===== src/rtl/pulse_sweep_pkg.sv =====
// Shared definitions for the pulse sweep scheduler: state codes, duty scaling and
// divider clamping helpers (computed at a fixed 64-bit width, callers truncate).
package pulse_sweep_pkg;

  localparam int unsigned DUTY_SHIFT = 8;
  localparam int unsigned CALC_W     = 64;

  typedef logic [1:0] state_t;

  localparam state_t StIdle = 2'd0;
  localparam state_t StRun  = 2'd1;
  localparam state_t StDone = 2'd2;

  // A divider of 0 would stall the period counter, so it behaves as 1.
  function automatic logic [CALC_W-1:0] clamp_div(input logic [CALC_W-1:0] v);
    return (v == '0) ? CALC_W'(1) : v;
  endfunction

  function automatic logic [CALC_W-1:0] duty_of(input logic [CALC_W-1:0] div,
                                                input logic [7:0]        frac);
    logic [CALC_W-1:0] prod;
    prod = div * CALC_W'(frac);
    return prod >> DUTY_SHIFT;
  endfunction

endpackage


===== src/rtl/pulse_period_counter.sv =====
// Period and dwell counters: flags the first cycle of each pulse period and the
// terminal cycle of the last period of a step.
module pulse_period_counter #(
  parameter int unsigned DIV_W  = 32,
  parameter int unsigned HOLD_W = 16
) (
  input  logic              Clk,
  input  logic              Reset,
  input  logic              clear,
  input  logic              run,
  input  logic [DIV_W-1:0]  divider,
  input  logic [HOLD_W-1:0] hold,
  output logic              period_start,
  output logic              step_tick
);

  logic [DIV_W-1:0]  cnt_q;
  logic [HOLD_W-1:0] dwell_q;
  logic              terminal;
  logic              last_period;

  assign terminal     = (cnt_q == divider - DIV_W'(1));
  assign last_period  = (dwell_q == hold - HOLD_W'(1));
  assign period_start = run & (cnt_q == '0);
  assign step_tick    = run & terminal & last_period;

  always_ff @(posedge Clk) begin
    if (Reset || clear) begin
      cnt_q   <= '0;
      dwell_q <= '0;
    end else if (run) begin
      if (terminal) begin
        cnt_q   <= '0;
        dwell_q <= last_period ? '0 : dwell_q + HOLD_W'(1);
      end else begin
        cnt_q <= cnt_q + DIV_W'(1);
      end
    end
  end

endmodule


===== src/rtl/pulse_sweep_sched.sv =====
// Sweep scheduler: steps the pulse divider from start to stop, dwelling a number of
// periods per step; new divider/duty values land only on period boundaries.
module pulse_sweep_sched
  import pulse_sweep_pkg::*;
#(
  parameter int unsigned DIV_W  = 32,
  parameter int unsigned HOLD_W = 16,
  parameter int unsigned IDX_W  = 16
) (
  input  logic              Clk,
  input  logic              Reset,
  input  logic              trig,
  input  logic              abort,
  input  logic [DIV_W-1:0]  start_div,
  input  logic [DIV_W-1:0]  stop_div,
  input  logic [DIV_W-1:0]  step_div,
  input  logic [HOLD_W-1:0] hold_periods,
  input  logic [7:0]        duty_frac,
  input  logic              continuous,
  input  logic              retrig_en,
  output logic [DIV_W-1:0]  divider_out,
  output logic [DIV_W-1:0]  duty_out,
  output logic              period_start,
  output logic              busy,
  output logic              done,
  output logic [IDX_W-1:0]  step_index
);

  localparam int unsigned NW = DIV_W + 2;

  state_t            state_q, state_d;
  logic              trig_q, trig_edge;
  logic [DIV_W-1:0]  start_q, stop_q, step_q;
  logic [HOLD_W-1:0] hold_q;
  logic [7:0]        frac_q;
  logic              cont_q;
  logic [DIV_W-1:0]  div_q, duty_q, div_d, duty_d;
  logic [IDX_W-1:0]  idx_q, idx_d;
  logic              latch_cfg, load_start, load_wrap, load_next, load_any;
  logic              step_tick;
  logic signed [NW-1:0] next_s;
  logic              step_pos, step_neg, out_of_range, at_end;
  logic [7:0]        frac_src;

  assign trig_edge = trig & ~trig_q;

  // Two guard bits: the sign bit catches underflow, the next one catches overflow.
  assign next_s       = $signed({2'b00, div_q}) + $signed({{2{step_q[DIV_W-1]}}, step_q});
  assign step_neg     = step_q[DIV_W-1];
  assign step_pos     = ~step_q[DIV_W-1] & (step_q != '0);
  assign out_of_range = next_s[NW-1] | next_s[NW-2];
  assign at_end       = (step_q == '0) | out_of_range
                      | (step_pos & (next_s[DIV_W-1:0] > stop_q))
                      | (step_neg & (next_s[DIV_W-1:0] < stop_q));

  always_comb begin
    state_d    = state_q;
    latch_cfg  = 1'b0;
    load_start = 1'b0;
    load_wrap  = 1'b0;
    load_next  = 1'b0;
    if (abort) begin
      state_d = StIdle;
    end else begin
      case (state_q)
        StIdle, StDone: begin
          if (trig_edge) begin
            state_d    = StRun;
            latch_cfg  = 1'b1;
            load_start = 1'b1;
          end
        end
        StRun: begin
          if (trig_edge && retrig_en) begin
            latch_cfg  = 1'b1;
            load_start = 1'b1;
          end else if (step_tick) begin
            if (!at_end)     load_next = 1'b1;
            else if (cont_q) load_wrap = 1'b1;
            else             state_d   = StDone;
          end
        end
        default: state_d = StIdle;
      endcase
    end
  end

  assign load_any = load_start | load_wrap | load_next;
  assign frac_src = load_start ? duty_frac : frac_q;

  always_comb begin
    div_d = div_q;
    idx_d = idx_q;
    if (load_start) begin
      div_d = DIV_W'(clamp_div(CALC_W'(start_div)));
      idx_d = '0;
    end else if (load_wrap) begin
      div_d = DIV_W'(clamp_div(CALC_W'(start_q)));
      idx_d = '0;
    end else if (load_next) begin
      div_d = DIV_W'(clamp_div(CALC_W'(next_s[DIV_W-1:0])));
      idx_d = (&idx_q) ? idx_q : idx_q + IDX_W'(1);
    end
    duty_d = DIV_W'(duty_of(CALC_W'(div_d), frac_src));
  end

  always_ff @(posedge Clk) begin
    if (Reset) begin
      state_q <= StIdle;
      trig_q  <= 1'b0;
      start_q <= '0;
      stop_q  <= '0;
      step_q  <= '0;
      hold_q  <= '0;
      frac_q  <= '0;
      cont_q  <= 1'b0;
      div_q   <= '0;
      duty_q  <= '0;
      idx_q   <= '0;
    end else begin
      state_q <= state_d;
      trig_q  <= trig;
      if (latch_cfg) begin
        start_q <= start_div;
        stop_q  <= stop_div;
        step_q  <= step_div;
        hold_q  <= (hold_periods == '0) ? HOLD_W'(1) : hold_periods;
        frac_q  <= duty_frac;
        cont_q  <= continuous;
      end
      if (load_any) begin
        div_q  <= div_d;
        duty_q <= duty_d;
        idx_q  <= idx_d;
      end
    end
  end

  pulse_period_counter #(
    .DIV_W  (DIV_W),
    .HOLD_W (HOLD_W)
  ) u_period_counter (
    .Clk          (Clk),
    .Reset        (Reset),
    .clear        (load_start),
    .run          (state_q == StRun),
    .divider      (div_q),
    .hold         (hold_q),
    .period_start (period_start),
    .step_tick    (step_tick)
  );

  assign divider_out = div_q;
  assign duty_out    = duty_q;
  assign step_index  = idx_q;
  assign busy        = (state_q == StRun);
  assign done        = (state_q == StDone);

endmodule

===== config.mk =====
export PLATFORM = sky130hd
export DESIGN_NAME = pulse_sweep_sched
export DESIGN_NICKNAME = d
export VERILOG_FILES = /design/src/rtl/pulse_sweep_pkg.sv /design/src/rtl/pulse_period_counter.sv /design/src/rtl/pulse_sweep_sched.sv
export SDC_FILE = /design/constraint.sdc
export NUM_CORES = 1
export LEC_CHECK = 0
export CORE_MARGIN = 4
export CORE_UTILIZATION = 40
export DETAILED_ROUTE_END_ITERATION = 16
export PLACE_DENSITY = 0.56
export SLEW_MARGIN = 20
export SYNTH_ARGS = -nofsm -noshare
export SYNTH_HDL_FRONTEND = slang
export SYNTH_SLANG_ARGS = --single-unit

===== constraint.sdc =====
create_clock -name Clk -period 13.2 [get_ports Clk]
set_input_delay 2.64 -clock Clk [delete_from_list [all_inputs] [get_ports Clk]]
set_output_delay 2.64 -clock Clk [all_outputs]
set_load 0.1 [all_outputs]

==> out/results.txt <==
Status = finished clean
Max Slew Vio Count = 0
Largest net degree at the start of global routing = 97
RSZ-0062 raised after global routing = false
Layout cells sized above 1 = 0.0649
Die Span Y = 247 um
Leakage power = 0.0114 uW
Max_cap viols = 0
DRC violations left = 0
Seq cells post-synth = 252
Reg clk slew, reported paths = 0.06 ns
Startpoint Class = flop
Worst path max stage delay = 0.69 ns
EDFF count, synth = 0
Area Growth Syn to Fin = 17.1%
Clock sinks = 252
Psw = 826 uW
# H-tree levels = 1
Worst Path Max Fanout = 31
Die width = 247 um
Combinational share of power = 0.270
Final wirelength = 82.3 mm
Post-Syn Area = 22,900 um2
Clock Path Buffers = 3
Synth warn = 0
Sequential power share = 0.337
Crit path time final = 12.31 ns
Initial core utilization = 0.405
Wirelength per Cell = 21.3 um
Initial DRT Pass Iterations = 5
GRT overflow = 0
Finished Layout Cells = 3,870
GRT Resource Usage Total = 0.268
Worst-Skew Late Latency = 0.61 ns
CP most frequent cell = fa_1
Drt initial violations = 1,440
Setup TNS = 0 ns
Dpl hpwl = 65.0 mm
Critical path arrival = 12.80 ns
Top FF cell, synth = dfxtp_1
Most frequent cells in the layout = nand2_1 (408), nor2_1 (360), inv_1 (273), dfxtp_1 (252), a21oi_1 (223)
Postcts setup bufs = 0
CP endpoint kind = flop
Std cell rows = 87
Sw Ratio = 0.341
Commonest non-fill, non-tap cell in the layout = nand2_1
CTS root buf = clkbuf_16
Fill cells = 5,583
DR vias/cell = 5.58
Least-Margin Pin Slew = 1.15 ns
DRT antenna net count = 0
Vias in the first global route = 21,800
FF-to-FF path depth = 45
Final-report setup violation count = 0
Nets = 3,523
Layout Skew = 0.0315 ns
Power Internal = 1600 uW
Crit-path slowest cell = dfxtp_1
F_max = 81.2 MHz
TritonCTS buffer count = 31
Setup CP Type = reg -> reg
Hold Violations, Final = 0
DR vias = 21,600
VDD IR max = 0.0932 mV
Critical Path RT = 13.69 ns
Post-Syn Instances = 2,963
Async SR Flop Fraction = 0
Final GP Congestion = 0.952
Tcrit/Tclk final = 0.933
Antenna violations before repair = 1
Seq/Total Area, Yosys = 0.220
Mean Syn Cell Area = 7.73 um2
CTS tree = yes
Inst Count DP = 3,812
Synth unique cells = 87
Clock Power Share = 0.393
Mapped Nets = 3,397
First-pass GRT wire length = 128 mm
Core area = 56,500 um2
Rel. slew slack = 0.233
I/O Buffers = 208
Hold depth = 2
Die area = 61,100 um2
Io pins = 209
PwrDens = 90.4 nW/um2
Hold WC Path Type = reg -> reg
==> worst paths after layout <==
path	slack [ns]	end	startpoint
setup reg to reg	0.89	duty_out[31]	divider_out[1]
setup / recovery	0.89	duty_out[31]	divider_out[1]
hold reg to reg	0.45	duty_out[21]	duty_out[21]
hold / removal	0.45	duty_out[21]	duty_out[21]
==> cells by family after synthesis <==
group,count (synthesis),share of synthesized area
compound gates,557,0.153
xor+xnor,160,0.0612
fa+ha+maj,308,0.227
buf+inv,425,0.0698
flops,252,0.220
mux,27,0.0125
simple gates,1234,0.256
==> state kept, by name (all words and copies together), names as in the netlist, 32 cells and up <==
signal,cells
u_period_counter.cnt_q,32
start_q,32
duty_out,32
divider_out,32
step_q,32
stop_q,32
==> through the flow <==
| step | utilization | instance area [um2] | power, uW | setup WS, ns | hold WS [ns] |
|---|---|---|---|---|---|
| floorplan | - | 22900 | 1260 | 2.12 | 0.436 |
| global placement | 0.454 | 25700 | 1480 | 0.615 | 0.441 |
| detailed placement | 0.454 | 25700 | 1480 | 0.558 | 0.445 |
| CTS | 0.474 | 26800 | 2440 | 0.494 | 0.453 |
| global route | 0.475 | 26800 | 2540 | 0.103 | 0.472 |
| finish | 0.475 | 26800 | 2420 | 0.885 | 0.450 |
==> per-layer routing <==
| layer | share of wire | vias to the layer above | routed length [um] | track usage |
|---|---|---|---|---|
| li1 | - | 10200 | - | - |
| met1 | 0.43 | 10500 | 35400 | 0.357 |
| met2 | 0.46 | 695 | 37800 | 0.439 |
| met3 | 0.067 | 152 | 5550 | 0.0437 |
| met4 | 0.043 | 0 | 3560 | 0.0976 |
| met5 | 0 | - | 0 | 0 |
==> power by group through the flow <==
stage | combinational, uW | clock [uW] | sequential, uW
finish | 654 | 951 | 818
global route | 718 | 1000 | 820
CTS | 653 | 972 | 817
detailed placement | 647 | 0 | 834
global placement | 643 | 0 | 833
floorplan | 377 | 0 | 880
==> area by class of cell <==
type                       instances  area (um2)  share of cell area
timing repair buffer             243        2340              0.0872
tap                              756         946              0.0353
clock buffer                      35         821              0.0306
sequential                       252        5040               0.188
clock inverter                    22         305              0.0114
antenna                            1        2.50           0.0000933
multi-input combinational       2286       16300               0.609
inverter                         275        1040              0.0386
==> worst max-delay path: cells and delay by family (launching register included) <==
kind / cells / cell delay (ns)
buf+inv: 5 / 0.79
flops: 1 / 0.69
mux: 1 / 0.33
compound gates: 16 / 4.01
fa+ha+maj: 7 / 3.20
xor+xnor: 1 / 0.56
simple gates: 15 / 2.62
==> cells in the mapped netlist (63+ instances only) <==
| library cell | instances | area share |
|---|---|---|
| fa_1 | 180 | 0.16 |
| or2_2 | 74 | 0.020 |
| o21ai_0 | 94 | 0.021 |
| a21oi_1 | 223 | 0.049 |
| nor2_1 | 360 | 0.059 |
| ha_1 | 128 | 0.070 |
| nand2_1 | 408 | 0.067 |
| xnor2_1 | 80 | 0.031 |
| xor2_1 | 80 | 0.031 |
| dfxtp_1 | 252 | 0.22 |
| nand3_1 | 63 | 0.014 |
| clkbuf_1 | 138 | 0.023 |
| inv_1 | 274 | 0.045 |
==> timing repair <==
action                                  CTS  global route
hold endpoints to repair                  0             0
gates resized for setup                   0             4
hold buffers                              0             0
endpoints found under the setup margin    0             7
Note: power is estimated with default switching activity, not from simulation.
